### src/rtl/tile_pkg.sv
// Shared definitions for the tile renderer: FSM encoding, colour defaults
// and the width helper for the map tile index.
package tile_pkg;

  typedef enum logic [1:0] {
    IDLE    = 2'd0,
    FETCH   = 2'd1,
    WAIT    = 2'd2,
    PRESENT = 2'd3
  } state_t;

  localparam logic [15:0] DEF_KEY_COLOUR    = 16'h07E0;
  localparam logic [15:0] DEF_EXIT_COLOUR   = 16'h07E0;
  localparam logic [15:0] DEF_BLANK_COLOUR  = 16'h0000;
  localparam logic [15:0] DEF_BORDER_COLOUR = 16'h0000;
  localparam logic [15:0] DEF_REMAP_FROM    = 16'h0000;
  localparam logic [15:0] DEF_REMAP_TO      = 16'hFFE0;

  // Bits needed to address every tile of a map_w x map_h map (at least 1).
  function automatic int map_idx_w(input int map_w, input int map_h);
    int n;
    n = map_w * map_h;
    return (n > 1) ? $clog2(n) : 1;
  endfunction

endpackage

### src/rtl/tile_colour_mux.sv
// Priority selection of the colour of one pixel from the sampled tile
// flags and the texels returned by the ROMs.
module tile_colour_mux
  import tile_pkg::*;
#(
  parameter logic [15:0] KEY_COLOUR    = DEF_KEY_COLOUR,
  parameter logic [15:0] EXIT_COLOUR   = DEF_EXIT_COLOUR,
  parameter logic [15:0] BLANK_COLOUR  = DEF_BLANK_COLOUR,
  parameter logic [15:0] BORDER_COLOUR = DEF_BORDER_COLOUR,
  parameter logic [15:0] REMAP_FROM    = DEF_REMAP_FROM,
  parameter logic [15:0] REMAP_TO      = DEF_REMAP_TO
) (
  input  logic        blank,
  input  logic        out_of_map,
  input  logic        player_tile,
  input  logic        exit_tile,
  input  logic        map_wall,
  input  logic [15:0] floor_texel,
  input  logic [15:0] wall_texel,
  input  logic [15:0] sprite_texel,
  output logic [15:0] colour
);

  // Highest-priority condition wins; a keyed sprite texel shows the floor.
  always_comb begin
    colour = floor_texel;
    if (blank) begin
      colour = BLANK_COLOUR;
    end else if (out_of_map) begin
      colour = BORDER_COLOUR;
    end else if (player_tile && (sprite_texel != KEY_COLOUR)) begin
      colour = (sprite_texel == REMAP_FROM) ? REMAP_TO : sprite_texel;
    end else if (player_tile) begin
      colour = floor_texel;
    end else if (exit_tile) begin
      colour = EXIT_COLOUR;
    end else if (map_wall) begin
      colour = wall_texel;
    end
  end

endmodule

### src/rtl/tile_renderer.sv
// Walks the screen in raster order, looks up each pixel's map tile and
// texel in external ROMs, and streams the chosen colour to the display
// with a write/ready handshake.
module tile_renderer
  import tile_pkg::*;
#(
  parameter int          SCREEN_W      = 240,
  parameter int          SCREEN_H      = 320,
  parameter int          TILE_BITS     = 3,
  parameter int          MAP_W         = 30,
  parameter int          MAP_H         = 40,
  parameter int          ROM_LAT       = 2,
  parameter logic [15:0] KEY_COLOUR    = DEF_KEY_COLOUR,
  parameter logic [15:0] EXIT_COLOUR   = DEF_EXIT_COLOUR,
  parameter logic [15:0] BLANK_COLOUR  = DEF_BLANK_COLOUR,
  parameter logic [15:0] BORDER_COLOUR = DEF_BORDER_COLOUR,
  parameter logic [15:0] REMAP_FROM    = DEF_REMAP_FROM,
  parameter logic [15:0] REMAP_TO      = DEF_REMAP_TO,
  localparam int         MI_W          = map_idx_w(MAP_W, MAP_H),
  localparam int         X_W           = $clog2(SCREEN_W),
  localparam int         Y_W           = $clog2(SCREEN_H)
) (
  input  logic                   clock,
  input  logic                   resetApp,
  input  logic                   enable,
  input  logic                   blank,
  input  logic [7:0]             playerX,
  input  logic [7:0]             playerY,
  input  logic [MI_W-1:0]        exitIndex,
  output logic [MI_W-1:0]        mapAddr,
  input  logic                   mapWall,
  output logic [2*TILE_BITS-1:0] romAddr,
  input  logic [15:0]            floorTexel,
  input  logic [15:0]            wallTexel,
  input  logic [15:0]            spriteTexel,
  output logic [X_W-1:0]         xAddr,
  output logic [Y_W-1:0]         yAddr,
  output logic [15:0]            pixelData,
  output logic                   pixelWrite,
  input  logic                   pixelReady,
  output logic                   busy,
  output logic                   frameDone
);

  localparam logic [X_W-1:0] X_LAST   = X_W'(SCREEN_W - 1);
  localparam logic [Y_W-1:0] Y_LAST   = Y_W'(SCREEN_H - 1);
  localparam logic [2:0]     LAT_LOAD = 3'(ROM_LAT);

  state_t         state;
  state_t         state_next;
  logic [2:0]     lat_cnt;
  logic [2:0]     lat_cnt_next;
  logic           accept;
  logic           last_pixel;
  logic [X_W-1:0] x_next;
  logic [Y_W-1:0] y_next;
  logic [31:0]    col_next;
  logic [31:0]    row_next;
  logic [31:0]    idx_next;
  logic           oob_next;
  logic           oob_s;
  logic           blank_s;
  logic           player_s;
  logic           exit_s;
  logic           pixel_write_next;
  logic           busy_next;
  logic           frame_done_next;
  logic [15:0]    colour;

  assign accept     = pixelWrite & pixelReady;
  assign last_pixel = (xAddr == X_LAST) && (yAddr == Y_LAST);

  // State register and ROM latency counter.
  always_ff @(posedge clock or posedge resetApp) begin
    if (resetApp) begin
      state   <= IDLE;
      lat_cnt <= '0;
    end else begin
      state   <= state_next;
      lat_cnt <= lat_cnt_next;
    end
  end

  // Next-state logic; the counter hits zero on the edge that enters PRESENT.
  always_comb begin
    state_next   = state;
    lat_cnt_next = lat_cnt;
    case (state)
      IDLE: begin
        if (enable) state_next = FETCH;
      end
      FETCH: begin
        state_next   = WAIT;
        lat_cnt_next = LAT_LOAD;
      end
      WAIT: begin
        if (lat_cnt != 3'd0) lat_cnt_next = lat_cnt - 3'd1;
        if (lat_cnt <= 3'd1) state_next = PRESENT;
      end
      PRESENT: begin
        if (accept) state_next = (last_pixel && !enable) ? IDLE : FETCH;
      end
      default: state_next = IDLE;
    endcase
  end

  // Next values of the registered handshake and status outputs.
  always_comb begin
    pixel_write_next = (state_next == PRESENT);
    busy_next        = (state_next != IDLE);
    frame_done_next  = accept && last_pixel;
  end

  // Raster advance on accept, wrapping at the row and frame ends.
  always_comb begin
    x_next = xAddr;
    y_next = yAddr;
    if (accept) begin
      if (xAddr == X_LAST) begin
        x_next = '0;
        y_next = (yAddr == Y_LAST) ? '0 : yAddr + 1'b1;
      end else begin
        x_next = xAddr + 1'b1;
      end
    end
  end

  // Tile coordinates and map index of the pixel about to be fetched.
  always_comb begin
    col_next = 32'(x_next) >> TILE_BITS;
    row_next = 32'(y_next) >> TILE_BITS;
    oob_next = (col_next >= 32'(MAP_W)) || (row_next >= 32'(MAP_H));
    idx_next = row_next * 32'(MAP_W) + col_next;
  end

  // Datapath: addresses load on FETCH entry, per-pixel inputs are sampled
  // during FETCH, and the colour is captured on PRESENT entry.
  always_ff @(posedge clock or posedge resetApp) begin
    if (resetApp) begin
      xAddr      <= '0;
      yAddr      <= '0;
      mapAddr    <= '0;
      romAddr    <= '0;
      oob_s      <= 1'b0;
      blank_s    <= 1'b0;
      player_s   <= 1'b0;
      exit_s     <= 1'b0;
      pixelData  <= '0;
      pixelWrite <= 1'b0;
      busy       <= 1'b0;
      frameDone  <= 1'b0;
    end else begin
      xAddr <= x_next;
      yAddr <= y_next;
      if (state_next == FETCH) begin
        mapAddr <= oob_next ? '0 : MI_W'(idx_next);
        romAddr <= {y_next[TILE_BITS-1:0], x_next[TILE_BITS-1:0]};
        oob_s   <= oob_next;
      end
      if (state == FETCH) begin
        blank_s  <= blank;
        player_s <= (col_next == 32'(playerX)) && (row_next == 32'(playerY));
        exit_s   <= (mapAddr == exitIndex);
      end
      if ((state == WAIT) && (state_next == PRESENT)) pixelData <= colour;
      pixelWrite <= pixel_write_next;
      busy       <= busy_next;
      frameDone  <= frame_done_next;
    end
  end

  tile_colour_mux #(
    .KEY_COLOUR   (KEY_COLOUR),
    .EXIT_COLOUR  (EXIT_COLOUR),
    .BLANK_COLOUR (BLANK_COLOUR),
    .BORDER_COLOUR(BORDER_COLOUR),
    .REMAP_FROM   (REMAP_FROM),
    .REMAP_TO     (REMAP_TO)
  ) u_colour_mux (
    .blank       (blank_s),
    .out_of_map  (oob_s),
    .player_tile (player_s),
    .exit_tile   (exit_s),
    .map_wall    (mapWall),
    .floor_texel (floorTexel),
    .wall_texel  (wallTexel),
    .sprite_texel(spriteTexel),
    .colour      (colour)
  );

endmodule

### config.mk
export PLATFORM = sky130hd
export DESIGN_NAME = tile_renderer
export DESIGN_NICKNAME = d
export VERILOG_FILES = /design/src/rtl/tile_pkg.sv /design/src/rtl/tile_colour_mux.sv /design/src/rtl/tile_renderer.sv
export SDC_FILE = /design/constraint.sdc
export NUM_CORES = 1
export LEC_CHECK = 0
export BUFFER_PORTS_ARGS = -buffer_cell sky130_fd_sc_hd__buf_2
export CORE_ASPECT_RATIO = 1.4
export CORE_MARGIN = 2
export CORE_UTILIZATION = 54
export CTS_BUF_LIST = sky130_fd_sc_hd__clkbuf_4 sky130_fd_sc_hd__clkbuf_8
export DETAILED_ROUTE_END_ITERATION = 16
export PLACE_DENSITY = 0.88
export SYNTH_ARGS = -nofsm -noshare
export SYNTH_HDL_FRONTEND = slang
export SYNTH_SLANG_ARGS = --single-unit
### constraint.sdc
create_clock -name clock -period 6.1 [get_ports clock]
set_input_delay 1.22 -clock clock [delete_from_list [all_inputs] [get_ports clock]]
set_output_delay 1.22 -clock clock [all_outputs]
set_load 0.02 [all_outputs]
==> impl_metrics.prom, run 1 <==
# TYPE chip_impl_metric gauge
chip_impl_metric{name="cp_data_arrival_time",unit="ns"} 5.54
chip_impl_metric{name="post-route-period-util",unit="%"} 87.5
chip_impl_info{name="worst_r2r_endpoint",value="mapAddr[10]"} 1
chip_impl_metric{name="max-cap-violations",unit=""} 0
chip_impl_metric{name="mappedNetlistArea",unit="um2"} 4500
chip_impl_metric{name="synth_simple_gate_area_share",unit="%"} 18.8
chip_impl_metric{name="clk-insertion-delay-late",unit="ns"} 0.35
chip_impl_info{name="run_status",value="completed"} 1
chip_impl_metric{name="power.total",unit="W"} 0.00147
chip_impl_metric{name="synth_compound_area_share",unit="%"} 19.4
chip_impl_metric{name="max-clock-path-buffers",unit=""} 2
chip_impl_metric{name="r2r_setup_slack",unit="ns"} 1.08
chip_impl_metric{name="synthXorXnorAreaFrac",unit="%"} 7.97
chip_impl_metric{name="hpwlAfterDp",unit="um"} 9450
chip_impl_metric{name="die_h",unit="um"} 112
chip_impl_info{name="netlist_top_cells_area",value="sky130_fd_sc_hd__dfrtp_1 34%, sky130_fd_sc_hd__ha_1 7.8%, sky130_fd_sc_hd__nand2_1 6.4%"} 1
chip_impl_metric{name="avgRoutedWirePerCell",unit="um"} 16.1
chip_impl_metric{name="least_margin_pin_slew",unit="ns"} 0.971
chip_impl_metric{name="grt_first_pass_wirelength",unit="um"} 18900
chip_impl_metric{name="num_vias",unit=""} 4340
chip_impl_info{name="tritoncts",value="done"} 1
chip_impl_info{name="critPathLaunchType",value="input port"} 1
chip_impl_metric{name="drive_above_1_share",unit="%"} 29.3
chip_impl_info{name="ys_dominant_reg_cell",value="sky130_fd_sc_hd__dfrtp_1"} 1
chip_impl_metric{name="period_needed",unit="ns"} 5.34
chip_impl_info{name="min_path_type",value="register to register"} 1
chip_impl_info{name="setup.worst_path.start",value="pixelReady"} 1
chip_impl_info{name="crit_path_top_delay_cell",value="sky130_fd_sc_hd__fa_1"} 1
chip_impl_metric{name="postSynthRegisterBits",unit=""} 62
chip_impl_metric{name="path_clk_slew",unit="ns"} 0.07
chip_impl_metric{name="fin_nets",unit=""} 755
chip_impl_metric{name="yosys.area.top_type_share",unit="%"} 34.4
chip_impl_metric{name="wl",unit="um"} 12000
chip_impl_metric{name="final_hold_viol_count",unit=""} 0
chip_impl_metric{name="number_of_flops_mapped_to_enable_cells_by_yosys",unit=""} 0
chip_impl_metric{name="synth.yosys.seq_area_share",unit="%"} 34.4
chip_impl_metric{name="required",unit="ns"} 6.30
chip_impl_metric{name="die-area",unit="um2"} 9100
chip_impl_metric{name="post-route-util",unit="%"} 67.1
chip_impl_metric{name="grt_antenna_before_repair",unit=""} 0
chip_impl_metric{name="placement_rows",unit=""} 39
chip_impl_metric{name="synthesis.yosys.warnings",unit=""} 0
chip_impl_info{name="timing_worst_setup_path_type",value="input port to register"} 1
chip_impl_metric{name="htreeDepth",unit=""} 3
chip_impl_metric{name="setup_violations",unit=""} 0
chip_impl_metric{name="pwr_density",unit="nW/um2"} 269
chip_impl_metric{name="avgSynthCellArea",unit="um2"} 8.92
chip_impl_metric{name="via_count_of_the_first_global_routing_pass",unit=""} 4230
chip_impl_metric{name="ctsHoldBuffers",unit=""} 0
chip_impl_metric{name="initial_standard_cell_utilization_of_the_core",unit="%"} 55.3
chip_impl_metric{name="post-route-drc-count",unit=""} 0
chip_impl_metric{name="peakVddDrop",unit="V"} 0.000175
chip_impl_metric{name="worstPathMaxFanout",unit=""} 8
chip_impl_metric{name="clkSinkCount",unit=""} 62
chip_impl_info{name="clk_root_buffer_cell",value="sky130_fd_sc_hd__clkbuf_8"} 1
chip_impl_metric{name="total_grt_overflow",unit=""} 0
chip_impl_metric{name="final_antenna_net_count",unit=""} 0
chip_impl_metric{name="synth_fp_nets",unit=""} 622
chip_impl_info{name="synth.largest_area_cell",value="sky130_fd_sc_hd__dfrtp_1"} 1
chip_impl_metric{name="cts_setup_buffers",unit=""} 0
chip_impl_metric{name="relSlewSlack",unit="%"} 35.3
chip_impl_metric{name="drtPass1Iterations",unit=""} 4
chip_impl_metric{name="ys_async_rst_share",unit="%"} 100
chip_impl_metric{name="synthAdderAreaFrac",unit="%"} 11.3
chip_impl_metric{name="maximum_number_of_pins_on_one_net_before_global_route_repair",unit=""} 63
chip_impl_metric{name="gr-usage-all-layers",unit="%"} 26.9
chip_impl_metric{name="initialDrtViolationCount",unit=""} 221
chip_impl_info{name="worst_setup_path_endpoint",value="mapAddr[10]"} 1
chip_impl_metric{name="postSynthCellCount",unit=""} 505
chip_impl_metric{name="synth_cell_types",unit=""} 60
chip_impl_metric{name="fmax_achieved",unit="GHz"} 0.187
chip_impl_metric{name="final_antenna_diode_count",unit=""} 0
chip_impl_metric{name="final.setup.tns",unit="ns"} 0
chip_impl_info{name="synth_top_family_by_area",value="compound AO/OA/AOI/OAI gates"} 1
chip_impl_metric{name="placement.io_buffers",unit=""} 133
chip_impl_metric{name="gpl.final_weighted_congestion",unit=""} 0.935
chip_impl_metric{name="post_drt_via_cell_ratio",unit=""} 5.83
chip_impl_metric{name="report.final.slew_viol_count",unit=""} 0
chip_impl_metric{name="critPathMaxStageDelay",unit="ns"} 0.51
chip_impl_info{name="critical_path.cell_chain",value="buf_2, nand3_1, nor3_2, nand3_1, mux2i_1, inv_1, fa_1, inv_1, fa_1, ha_1, a211oi_1, nor2_1, o31ai_1, a21boi_0, nand3b_1, xnor2_1, o21ai_1"} 1
chip_impl_metric{name="cts_repair_resize_count",unit=""} 0
chip_impl_metric{name="core_area",unit="um2"} 8150
chip_impl_metric{name="syn2layout_area_growth",unit="%"} 21.3
chip_impl_metric{name="reg2reg_depth",unit=""} 16
chip_impl_info{name="grt_setup_unrepaired",value="false"} 1
chip_impl_metric{name="skew",unit="ns"} 0.0115
chip_impl_metric{name="synth.mux.area_fraction",unit="%"} 3.44
chip_impl_info{name="worst_r2r_startpoint",value="xAddr[4]"} 1
chip_impl_metric{name="ios",unit=""} 134
chip_impl_metric{name="die_w",unit="um"} 81.2
chip_impl_info{name="critPathCaptureType",value="register"} 1
chip_impl_metric{name="numCtsBuffers",unit=""} 9
chip_impl_info{name="hold_start",value="pixelData[11]"} 1
chip_impl_metric{name="total_leakage_power",unit="nW"} 2.76
cell usage after synthesis, drive strengths merged (7+ instances only):
library cell	count
o21ai	46
xor2	25
nand2	77
o211ai	10
xnor2	16
a21oi	25
nand3	12
nor2b	14
nor2	18
dfrtp	62
fa	8
nor3	8
mux2	10
ha	28
o22ai	7
inv	35
clkbuf	14
registers in the layout, summed over array words and instances (netlist names):
register    count
pixelData      16
mapAddr        11
yAddr           9
xAddr           8
romAddr         6
lat_cnt         3
state           2
blank_s         1
busy            1
exit_s          1
frameDone       1
oob_s           1
pixelWrite      1
player_s        1
layout make-up:
class	count	area, um2
multi-input cells	390	2740
fillers	668	2680
flip-flops and latches	62	1550
repair buffers	140	718
clock buffers	11	145
inverters	35	131
well taps	102	128
clock inverters	4	47.5
cells by family after synthesis:
group,Yosys count
buffers and inverters,53
DFF,62
AOI/OAI and AO/OA,131
and+or+nand+nor,169
xor gates and xnor gates,41
adders and majority gates,36
muxes,13
layout by cell type (no fill, tap or decap), drive strengths merged, types with 3 or more instances in the layout:
cell type,Yosys,layout
nand3,12,12
a211oi,4,4
buf,4,140
mux2i,3,3
a21oi,25,25
fa,8,8
o22a,6,6
xnor2,16,16
a22oi,3,3
o211ai,10,10
o2111ai,3,3
o21ai,46,46
clkbuf,14,11
o221ai,4,4
xor2,25,25
nor3,8,8
o21a,3,3
nand3b,4,4
nor2,18,18
mux2,10,10
o22ai,7,7
or4,3,3
ha,28,28
nand2b,5,5
nand2,77,77
dfrtp,62,62
o21bai,4,4
o31ai,5,5
nand4,4,4
and3,4,4
inv,35,35
nor4,5,5
or2,4,4
or3,3,3
nor2b,14,14
worst max-delay path, delay by kind of cell:
family                     cells  cell delay, ns
and+or+nand+nor                5            1.04
AOI/OAI and AO/OA              4            1.06
xor gates and xnor gates       1            0.18
adders and majority gates      3            1.27
buffers and inverters          3            0.34
muxes                          1            0.43
power breakdown:
part	total [W]	leakage, nW	switching (W)	internal (W)
sequential	0.000594	0.805	0.0000945	0.000500
clock	0.000359	0.0986	0.000159	0.000201
combinational	0.000517	1.86	0.000321	0.000196
total	0.00147	2.76	0.000575	0.000896
per-layer routing:
| layer | global-route usage, % | up-vias | part of all wire, % |
|---|---|---|---|
| met5 | 0 | - | 0 |
| met4 | 12.8 | 0 | 3.0 |
| met3 | 5.23 | 35 | 6.4 |
| met2 | 49.8 | 176 | 54 |
| met1 | 28.1 | 2083 | 36 |
| li1 | - | 2046 | - |
worst min-delay path by stage:
stage	slack [ns]	to	cells past startpoint
after floorplan	0.50	blank_s	1
after global placement	0.45	pixelData[7]	2
after detailed placement	0.45	pixelData[11]	2
after CTS	0.47	pixelData[11]	2
after global routing	0.49	pixelData[11]	2
final	0.46	pixelData[11]	2
per-stage QoR:
step | cell area, um2 | worst slack [ns] | hold WS (ns) | std cells
after CTS | 5470 | 0.896 | 0.466 | 744
final | 5470 | 0.764 | 0.464 | 744
after floorplan | 4500 | 0.969 | 0.497 | 505
after global routing | 5470 | 0.525 | 0.486 | 744
after global placement | 5270 | 0.703 | 0.447 | 729
after detailed placement | 5270 | 0.555 | 0.450 | 729
(Power assumes the default switching activity.)
==> run 2, diff against run 1 <==
Settings changed: GPL_TIMING_DRIVEN set to 0.
==> run 2 against run 1 <==
Effect of this change: register-to-register slack worse by 0.09 ns; utilization is 1.1 points higher; final cell count increased by 1.7%; combinational power grew 8.1%; sequential share of layout area is 0.46 points lower; largest power group unchanged.
==> impl_metrics.prom, run 2 (same netlist as run 1, synthesis figures left out) <==
# TYPE chip_impl_metric gauge
chip_impl_metric{name="grt_antenna_before_repair",unit=""} 0
chip_impl_info{name="clk_root_buffer_cell",value="sky130_fd_sc_hd__clkbuf_8"} 1
chip_impl_metric{name="peakVddDrop",unit="V"} 0.000184
chip_impl_metric{name="final.setup.tns",unit="ns"} 0
chip_impl_metric{name="cp_data_arrival_time",unit="ns"} 5.67
chip_impl_metric{name="final_antenna_net_count",unit=""} 0
chip_impl_metric{name="fin_nets",unit=""} 767
chip_impl_metric{name="final_antenna_diode_count",unit=""} 0
chip_impl_metric{name="worstPathMaxFanout",unit=""} 10
chip_impl_info{name="top_register",value="pixelData"} 1
chip_impl_metric{name="num_vias",unit=""} 4319
chip_impl_metric{name="power.total",unit="W"} 0.00155
chip_impl_metric{name="total_grt_overflow",unit=""} 0
chip_impl_metric{name="required",unit="ns"} 6.32
chip_impl_metric{name="path_clk_slew",unit="ns"} 0.07
chip_impl_metric{name="ctsHoldBuffers",unit=""} 0
chip_impl_metric{name="layout.filler_cells",unit=""} 637
chip_impl_metric{name="period_needed",unit="ns"} 5.45
chip_impl_metric{name="max-clock-path-buffers",unit=""} 2
chip_impl_metric{name="pwr_density",unit="nW/um2"} 279
chip_impl_metric{name="gpl.final_weighted_congestion",unit=""} 0.857
chip_impl_info{name="critPathCaptureType",value="register"} 1
chip_impl_metric{name="maximum_number_of_pins_on_one_net_before_global_route_repair",unit=""} 33
chip_impl_info{name="tritoncts",value="done"} 1
chip_impl_metric{name="gr-usage-all-layers",unit="%"} 27.0
chip_impl_metric{name="max-cap-violations",unit=""} 0
chip_impl_metric{name="report.final.slew_viol_count",unit=""} 0
chip_impl_metric{name="setup_violations",unit=""} 0
chip_impl_metric{name="fmax_achieved",unit="GHz"} 0.184
chip_impl_info{name="grt_setup_unrepaired",value="false"} 1
chip_impl_metric{name="numCtsBuffers",unit=""} 9
chip_impl_info{name="largest_registers",value="pixelData x16, mapAddr x11, yAddr x9"} 1
chip_impl_metric{name="placement_rows",unit=""} 39
chip_impl_info{name="run_status",value="completed"} 1
chip_impl_metric{name="least_margin_pin_slew",unit="ns"} 1.05
chip_impl_metric{name="post-route-period-util",unit="%"} 89.3
chip_impl_metric{name="total_leakage_power",unit="nW"} 2.79
chip_impl_metric{name="clkSinkCount",unit=""} 62
chip_impl_metric{name="clk-insertion-delay-late",unit="ns"} 0.34
chip_impl_metric{name="cts_setup_buffers",unit=""} 0
chip_impl_metric{name="htreeDepth",unit=""} 3
chip_impl_metric{name="die_h",unit="um"} 112
chip_impl_metric{name="final_hold_viol_count",unit=""} 0
chip_impl_metric{name="via_count_of_the_first_global_routing_pass",unit=""} 4344
chip_impl_metric{name="drive_above_1_share",unit="%"} 28.4
chip_impl_info{name="most_common_cell_after_layout_fill_and_taps_aside",value="sky130_fd_sc_hd__buf_2"} 1
chip_impl_metric{name="grt_first_pass_wirelength",unit="um"} 19100
chip_impl_info{name="timing_worst_setup_path_type",value="input port to register"} 1
chip_impl_metric{name="avgRoutedWirePerCell",unit="um"} 16.1
chip_impl_metric{name="initial_standard_cell_utilization_of_the_core",unit="%"} 55.3
chip_impl_metric{name="ios",unit=""} 134
chip_impl_metric{name="cts_repair_resize_count",unit=""} 0
chip_impl_metric{name="initialDrtViolationCount",unit=""} 264
chip_impl_info{name="critPathLaunchType",value="input port"} 1
chip_impl_metric{name="relSlewSlack",unit="%"} 29.6
chip_impl_metric{name="core_area",unit="um2"} 8150
chip_impl_metric{name="largest_reg_flops",unit=""} 16
chip_impl_metric{name="wl",unit="um"} 12200
chip_impl_metric{name="post_drt_via_cell_ratio",unit=""} 5.71
chip_impl_metric{name="skew",unit="ns"} 0.00756
chip_impl_info{name="min_path_type",value="register to register"} 1
chip_impl_metric{name="syn2layout_area_growth",unit="%"} 23.3
chip_impl_info{name="layout_common_cells",value="135 x sky130_fd_sc_hd__buf_2, 77 x sky130_fd_sc_hd__nand2_1, 62 x sky130_fd_sc_hd__dfrtp_1"} 1
chip_impl_metric{name="hpwlAfterDp",unit="um"} 9670
chip_impl_metric{name="die-area",unit="um2"} 9100
chip_impl_metric{name="die_w",unit="um"} 81.2
chip_impl_metric{name="drtPass1Iterations",unit=""} 5
chip_impl_metric{name="placement.io_buffers",unit=""} 133
chip_impl_metric{name="post-route-drc-count",unit=""} 0
## run 2: layout make-up
cell class | count | area [um2] | share of cell area, %
Buffer | 18 | 77.6 | 1.40
Tap cell | 102 | 128 | 2.30
Sequential cell | 62 | 1550 | 27.9
Inverter | 35 | 131 | 2.36
Clock inverter | 3 | 65.1 | 1.17
Timing Repair Buffer | 134 | 686 | 12.3
Multi-Input combinational cell | 390 | 2740 | 49.4
Clock buffer | 13 | 173 | 3.11
## run 2: worst max-delay path, stage by stage
cell	delay, ns
sky130_fd_sc_hd__buf_2	0.11
sky130_fd_sc_hd__and3_1	0.26
sky130_fd_sc_hd__nand3_4	0.16
sky130_fd_sc_hd__or4_1	0.60
sky130_fd_sc_hd__xnor2_1	0.57
sky130_fd_sc_hd__inv_1	0.27
sky130_fd_sc_hd__ha_1	0.38
sky130_fd_sc_hd__fa_1	0.47
sky130_fd_sc_hd__ha_1	0.35
sky130_fd_sc_hd__o21ai_0	0.09
sky130_fd_sc_hd__nor2_1	0.09
sky130_fd_sc_hd__o31ai_1	0.29
sky130_fd_sc_hd__a21boi_0	0.41
sky130_fd_sc_hd__nand3b_1	0.15
sky130_fd_sc_hd__xnor2_1	0.17
sky130_fd_sc_hd__o21ai_1	0.07
## run 2: worst paths after layout
path | start | to | slack, ns | depth (start not counted)
max | pixelReady | mapAddr[10] | 0.65 | 16
min | pixelData[10] | pixelData[10] | 0.46 | 2
max reg2reg | xAddr[0] | mapAddr[10] | 0.99 | 16
min reg2reg | pixelData[10] | pixelData[10] | 0.46 | 2
max in group asynchronous | resetApp | mapAddr[4] | 4.51 | 3
min in group asynchronous | resetApp | pixelData[2] | 0.98 | 2
## run 2: metal layers
layer  track usage [%]  vias to the layer above  wire length (um)
li1                  -                     2060                 -
met1              28.4                     2050              4510
met2              49.5                      174              6430
met3              5.47                       35               773
met4              13.2                        0               444
met5                 0                        -                 0
## run 2: report_power, final
part,internal [W],leakage [nW],switching [W],total (W)
Sequential,0.000500,0.805,0.0000686,0.000569
Clock,0.000268,0.123,0.000157,0.000425
Combinational,0.000201,1.87,0.000359,0.000559
Total,0.000968,2.79,0.000584,0.00155
## run 2: through the flow
step	cell area [um2]	std cells	utilization, %	setup slack [ns]	hold slack [ns]
finish	5560	757	68.2	0.655	0.465
global route	5560	757	68.2	0.212	0.485
CTS	5560	757	68.2	0.628	0.469
detailed placement	5320	741	65.3	0.273	0.453
global placement	5300	740	65.0	0.417	0.447
floorplan	4500	505	-	0.969	0.497
==> run 3, diff against run 2 <==
Settings changed: ABC_AREA set to 1.
==> run 3 against run 2 <==
Effect of this change: global-route usage up 0.80 points; clock skew about the same; worst setup slack improved by 0.56 ns; critical path type unchanged; total power up 13%; critical endpoint is now mapAddr[9].
==> impl_metrics.prom, run 3 <==
# TYPE chip_impl_metric gauge
chip_impl_metric{name="reg2reg_depth",unit=""} 25
chip_impl_metric{name="hpwlAfterDp",unit="um"} 10300
chip_impl_info{name="synth.largest_area_cell",value="sky130_fd_sc_hd__dfrtp_1"} 1
chip_impl_metric{name="wl",unit="um"} 13000
chip_impl_metric{name="power.share.clock",unit="%"} 18.9
chip_impl_metric{name="yosys.area.top_type_share",unit="%"} 33.4
chip_impl_metric{name="synthesis.yosys.warnings",unit=""} 0
chip_impl_metric{name="ys_async_rst_share",unit="%"} 100
chip_impl_metric{name="gpl.final_weighted_congestion",unit=""} 0.915
chip_impl_metric{name="power.total",unit="W"} 0.00175
chip_impl_metric{name="placement.cell_area",unit="um2"} 5470
chip_impl_metric{name="clkSinkCount",unit=""} 62
chip_impl_metric{name="least_margin_pin_slew",unit="ns"} 0.520
chip_impl_info{name="critPathLaunchType",value="input port"} 1
chip_impl_info{name="netlist_top_cells_count",value="184 x sky130_fd_sc_hd__nand2_1, 99 x sky130_fd_sc_hd__inv_1, 71 x sky130_fd_sc_hd__nand3_1"} 1
chip_impl_info{name="clk_root_buffer_cell",value="sky130_fd_sc_hd__clkbuf_8"} 1
chip_impl_metric{name="post-route-drc-count",unit=""} 0
chip_impl_metric{name="worstPathMaxFanout",unit=""} 10
chip_impl_metric{name="clk-insertion-delay-late",unit="ns"} 0.34
chip_impl_metric{name="drtPass1Iterations",unit=""} 5
chip_impl_info{name="ys_dominant_reg_cell",value="sky130_fd_sc_hd__dfrtp_1"} 1
chip_impl_metric{name="avgRoutedWirePerCell",unit="um"} 14.4
chip_impl_metric{name="peakVddDrop",unit="V"} 0.000181
chip_impl_metric{name="avgSynthCellArea",unit="um2"} 7.15
chip_impl_metric{name="hold_path_depth",unit=""} 2
chip_impl_metric{name="core_area",unit="um2"} 8460
chip_impl_metric{name="report.final.slew_viol_count",unit=""} 0
chip_impl_info{name="netlist_top_cells_area",value="sky130_fd_sc_hd__dfrtp_1 33%, sky130_fd_sc_hd__nand2_1 15%, sky130_fd_sc_hd__inv_1 8.0%"} 1
chip_impl_metric{name="final.setup.tns",unit="ns"} 0
chip_impl_metric{name="maximum_number_of_pins_on_one_net_before_global_route_repair",unit=""} 41
chip_impl_metric{name="postSynthRegisterBits",unit=""} 62
chip_impl_metric{name="die_w",unit="um"} 82.4
chip_impl_metric{name="required",unit="ns"} 6.39
chip_impl_metric{name="synth_fp_nets",unit=""} 767
chip_impl_metric{name="post-route-period-util",unit="%"} 80.1
chip_impl_metric{name="number_of_flops_mapped_to_enable_cells_by_yosys",unit=""} 0
chip_impl_metric{name="path_clk_slew",unit="ns"} 0.07
chip_impl_metric{name="via_count_of_the_first_global_routing_pass",unit=""} 4669
chip_impl_info{name="yosys.cell_count.top_type",value="sky130_fd_sc_hd__nand2_1"} 1
chip_impl_metric{name="synth_cell_types",unit=""} 44
chip_impl_metric{name="largest_reg_flops",unit=""} 16
chip_impl_metric{name="num_vias",unit=""} 4963
chip_impl_metric{name="die-area",unit="um2"} 9380
chip_impl_metric{name="final_hold_viol_count",unit=""} 0
chip_impl_metric{name="placement.io_buffers",unit=""} 133
chip_impl_metric{name="stdcell_area",unit="um2"} 5650
chip_impl_metric{name="cp_data_arrival_time",unit="ns"} 5.17
chip_impl_metric{name="cts_repair_resize_count",unit=""} 0
chip_impl_metric{name="synth.yosys.seq_area_share",unit="%"} 33.4
chip_impl_metric{name="total_grt_overflow",unit=""} 0
chip_impl_info{name="largest_registers",value="pixelData x16, mapAddr x11, yAddr x9"} 1
chip_impl_metric{name="period_needed",unit="ns"} 4.89
chip_impl_metric{name="total_leakage_power",unit="nW"} 3.29
chip_impl_metric{name="postSynthCellCount",unit=""} 650
chip_impl_metric{name="relSlewSlack",unit="%"} 65.1
chip_impl_metric{name="power_report.internal_total",unit="W"} 0.000954
chip_impl_info{name="critPathCaptureType",value="register"} 1
chip_impl_info{name="top_register",value="pixelData"} 1
chip_impl_metric{name="grt_first_pass_wirelength",unit="um"} 20200
chip_impl_info{name="most_common_cell_after_layout_fill_and_taps_aside",value="sky130_fd_sc_hd__nand2_1"} 1
chip_impl_metric{name="switching_share",unit="%"} 45.6
chip_impl_metric{name="skew",unit="ns"} 0.00793
chip_impl_metric{name="share_comb_of_total_power",unit="%"} 46.1
chip_impl_metric{name="drive_above_1_share",unit="%"} 22.8
chip_impl_metric{name="gr-usage-all-layers",unit="%"} 27.8
chip_impl_metric{name="max-cap-violations",unit=""} 0
chip_impl_metric{name="initialDrtViolationCount",unit=""} 332
chip_impl_metric{name="seq_power_share",unit="%"} 35.0
chip_impl_metric{name="fin_nets",unit=""} 912
chip_impl_metric{name="grt_antenna_before_repair",unit=""} 0
chip_impl_metric{name="post_drt_via_cell_ratio",unit=""} 5.48
chip_impl_metric{name="mappedNetlistArea",unit="um2"} 4650
chip_impl_info{name="grt_setup_unrepaired",value="false"} 1
chip_impl_metric{name="placement_rows",unit=""} 40
chip_impl_metric{name="pwr_density",unit="nW/um2"} 311
chip_impl_info{name="tritoncts",value="done"} 1
chip_impl_metric{name="ios",unit=""} 134
chip_impl_info{name="run_status",value="completed"} 1
chip_impl_metric{name="setup_violations",unit=""} 0
chip_impl_metric{name="final_antenna_net_count",unit=""} 0
chip_impl_metric{name="fmax_achieved",unit="GHz"} 0.205
chip_impl_metric{name="final_antenna_diode_count",unit=""} 0
chip_impl_metric{name="cts_setup_buffers",unit=""} 0
chip_impl_info{name="min_path_type",value="register to register"} 1
chip_impl_info{name="timing_worst_setup_path_type",value="input port to register"} 1
chip_impl_metric{name="numCtsBuffers",unit=""} 9
chip_impl_metric{name="ctsHoldBuffers",unit=""} 0
chip_impl_metric{name="die_h",unit="um"} 114
chip_impl_metric{name="initial_standard_cell_utilization_of_the_core",unit="%"} 55.0
chip_impl_metric{name="htreeDepth",unit=""} 3
chip_impl_metric{name="max-clock-path-buffers",unit=""} 2
chip_impl_metric{name="syn2layout_area_growth",unit="%"} 21.5
chip_impl_info{name="layout_common_cells",value="184 x sky130_fd_sc_hd__nand2_1, 135 x sky130_fd_sc_hd__buf_2, 98 x sky130_fd_sc_hd__inv_1"} 1
chip_impl_metric{name="switching_power",unit="W"} 0.000800
run 3: cell families after synthesis:
logic type	Yosys count	share of synthesized area [%]
compound gates	66	8.24
xor+xnor	16	3.01
fa+ha+maj	36	11.0
buf+inv	115	9.69
flops	62	33.4
simple gates	355	34.7
run 3: per-stage QoR:
stage	hold slack [ns]	util, %	worst slack, ns	cells
6_report	0.479	66.7	1.21	905
5_1_grt	0.496	66.7	0.930	905
4_1_cts	0.480	66.7	1.25	905
3_5_place_dp	0.461	64.6	0.923	889
3_3_place_gp	0.458	64.4	1.07	888
2_1_floorplan	0.446	-	1.42	650
run 3: final timing paths:
kind | startpoint | end | slack, ns
worst max-delay path | pixelReady | mapAddr[9] | 1.21
worst min-delay path | romAddr[1] | romAddr[1] | 0.48
worst max register to register | xAddr[0] | mapAddr[9] | 1.54
worst min register to register | romAddr[1] | romAddr[1] | 0.48
max in group asynchronous | resetApp | xAddr[7] | 4.60
min in group asynchronous | resetApp | pixelData[5] | 0.90
run 3: power by group through the flow:
stage	clock network (W)	registers (W)	logic [W]
2_1_floorplan	0	0.000715	0.000444
3_3_place_gp	0	0.000612	0.000765
3_5_place_dp	0	0.000616	0.000797
4_1_cts	0.000331	0.000610	0.000806
5_1_grt	0.000352	0.000623	0.000894
6_report	0.000332	0.000614	0.000808
run 3: final cells by class:
cell class / count / area (um2)
Timing Repair Buffer: 134 / 686
Inverter: 104 / 395
Clock buffer: 11 / 145
Fill cell: 677 / 2810
Sequential cell: 62 / 1550
Tap cell: 105 / 131
Clock inverter: 5 / 35.0
Buffer: 11 / 55.1
Multi-Input combinational cell: 473 / 2650
run 3: routing by layer:
layer  routed length, um  part of all wire (%)  up-vias  GRT usage, %
met3                 842                   6.5       54          5.14
met4                 575                   4.4        0          13.7
met5                   0                     0        -             0
met2                6900                    53      251          51.7
li1                    -                     -     2375             -
met1                4710                    36     2283          28.6
run 3: worst max-delay path, stage by stage:
cell,delay [ns]
sky130_fd_sc_hd__buf_2,0.10
sky130_fd_sc_hd__nand2_2,0.13
sky130_fd_sc_hd__nor2_8,0.24
sky130_fd_sc_hd__nand2_4,0.14
sky130_fd_sc_hd__clkinv_4,0.09
sky130_fd_sc_hd__nand3_1,0.06
sky130_fd_sc_hd__nand2_1,0.11
sky130_fd_sc_hd__nand3_1,0.10
sky130_fd_sc_hd__fa_1,0.51
sky130_fd_sc_hd__inv_1,0.06
sky130_fd_sc_hd__fa_1,0.52
sky130_fd_sc_hd__inv_1,0.07
sky130_fd_sc_hd__fa_1,0.49
sky130_fd_sc_hd__inv_1,0.04
sky130_fd_sc_hd__ha_1,0.35
sky130_fd_sc_hd__nand2_1,0.09
sky130_fd_sc_hd__nor2_1,0.12
sky130_fd_sc_hd__nor2_1,0.08
sky130_fd_sc_hd__nor2_1,0.08
sky130_fd_sc_hd__nand3_1,0.11
sky130_fd_sc_hd__nor2_1,0.15
sky130_fd_sc_hd__nand2_1,0.08
sky130_fd_sc_hd__nand2_1,0.07
sky130_fd_sc_hd__nand3_1,0.08
sky130_fd_sc_hd__nand2_1,0.07
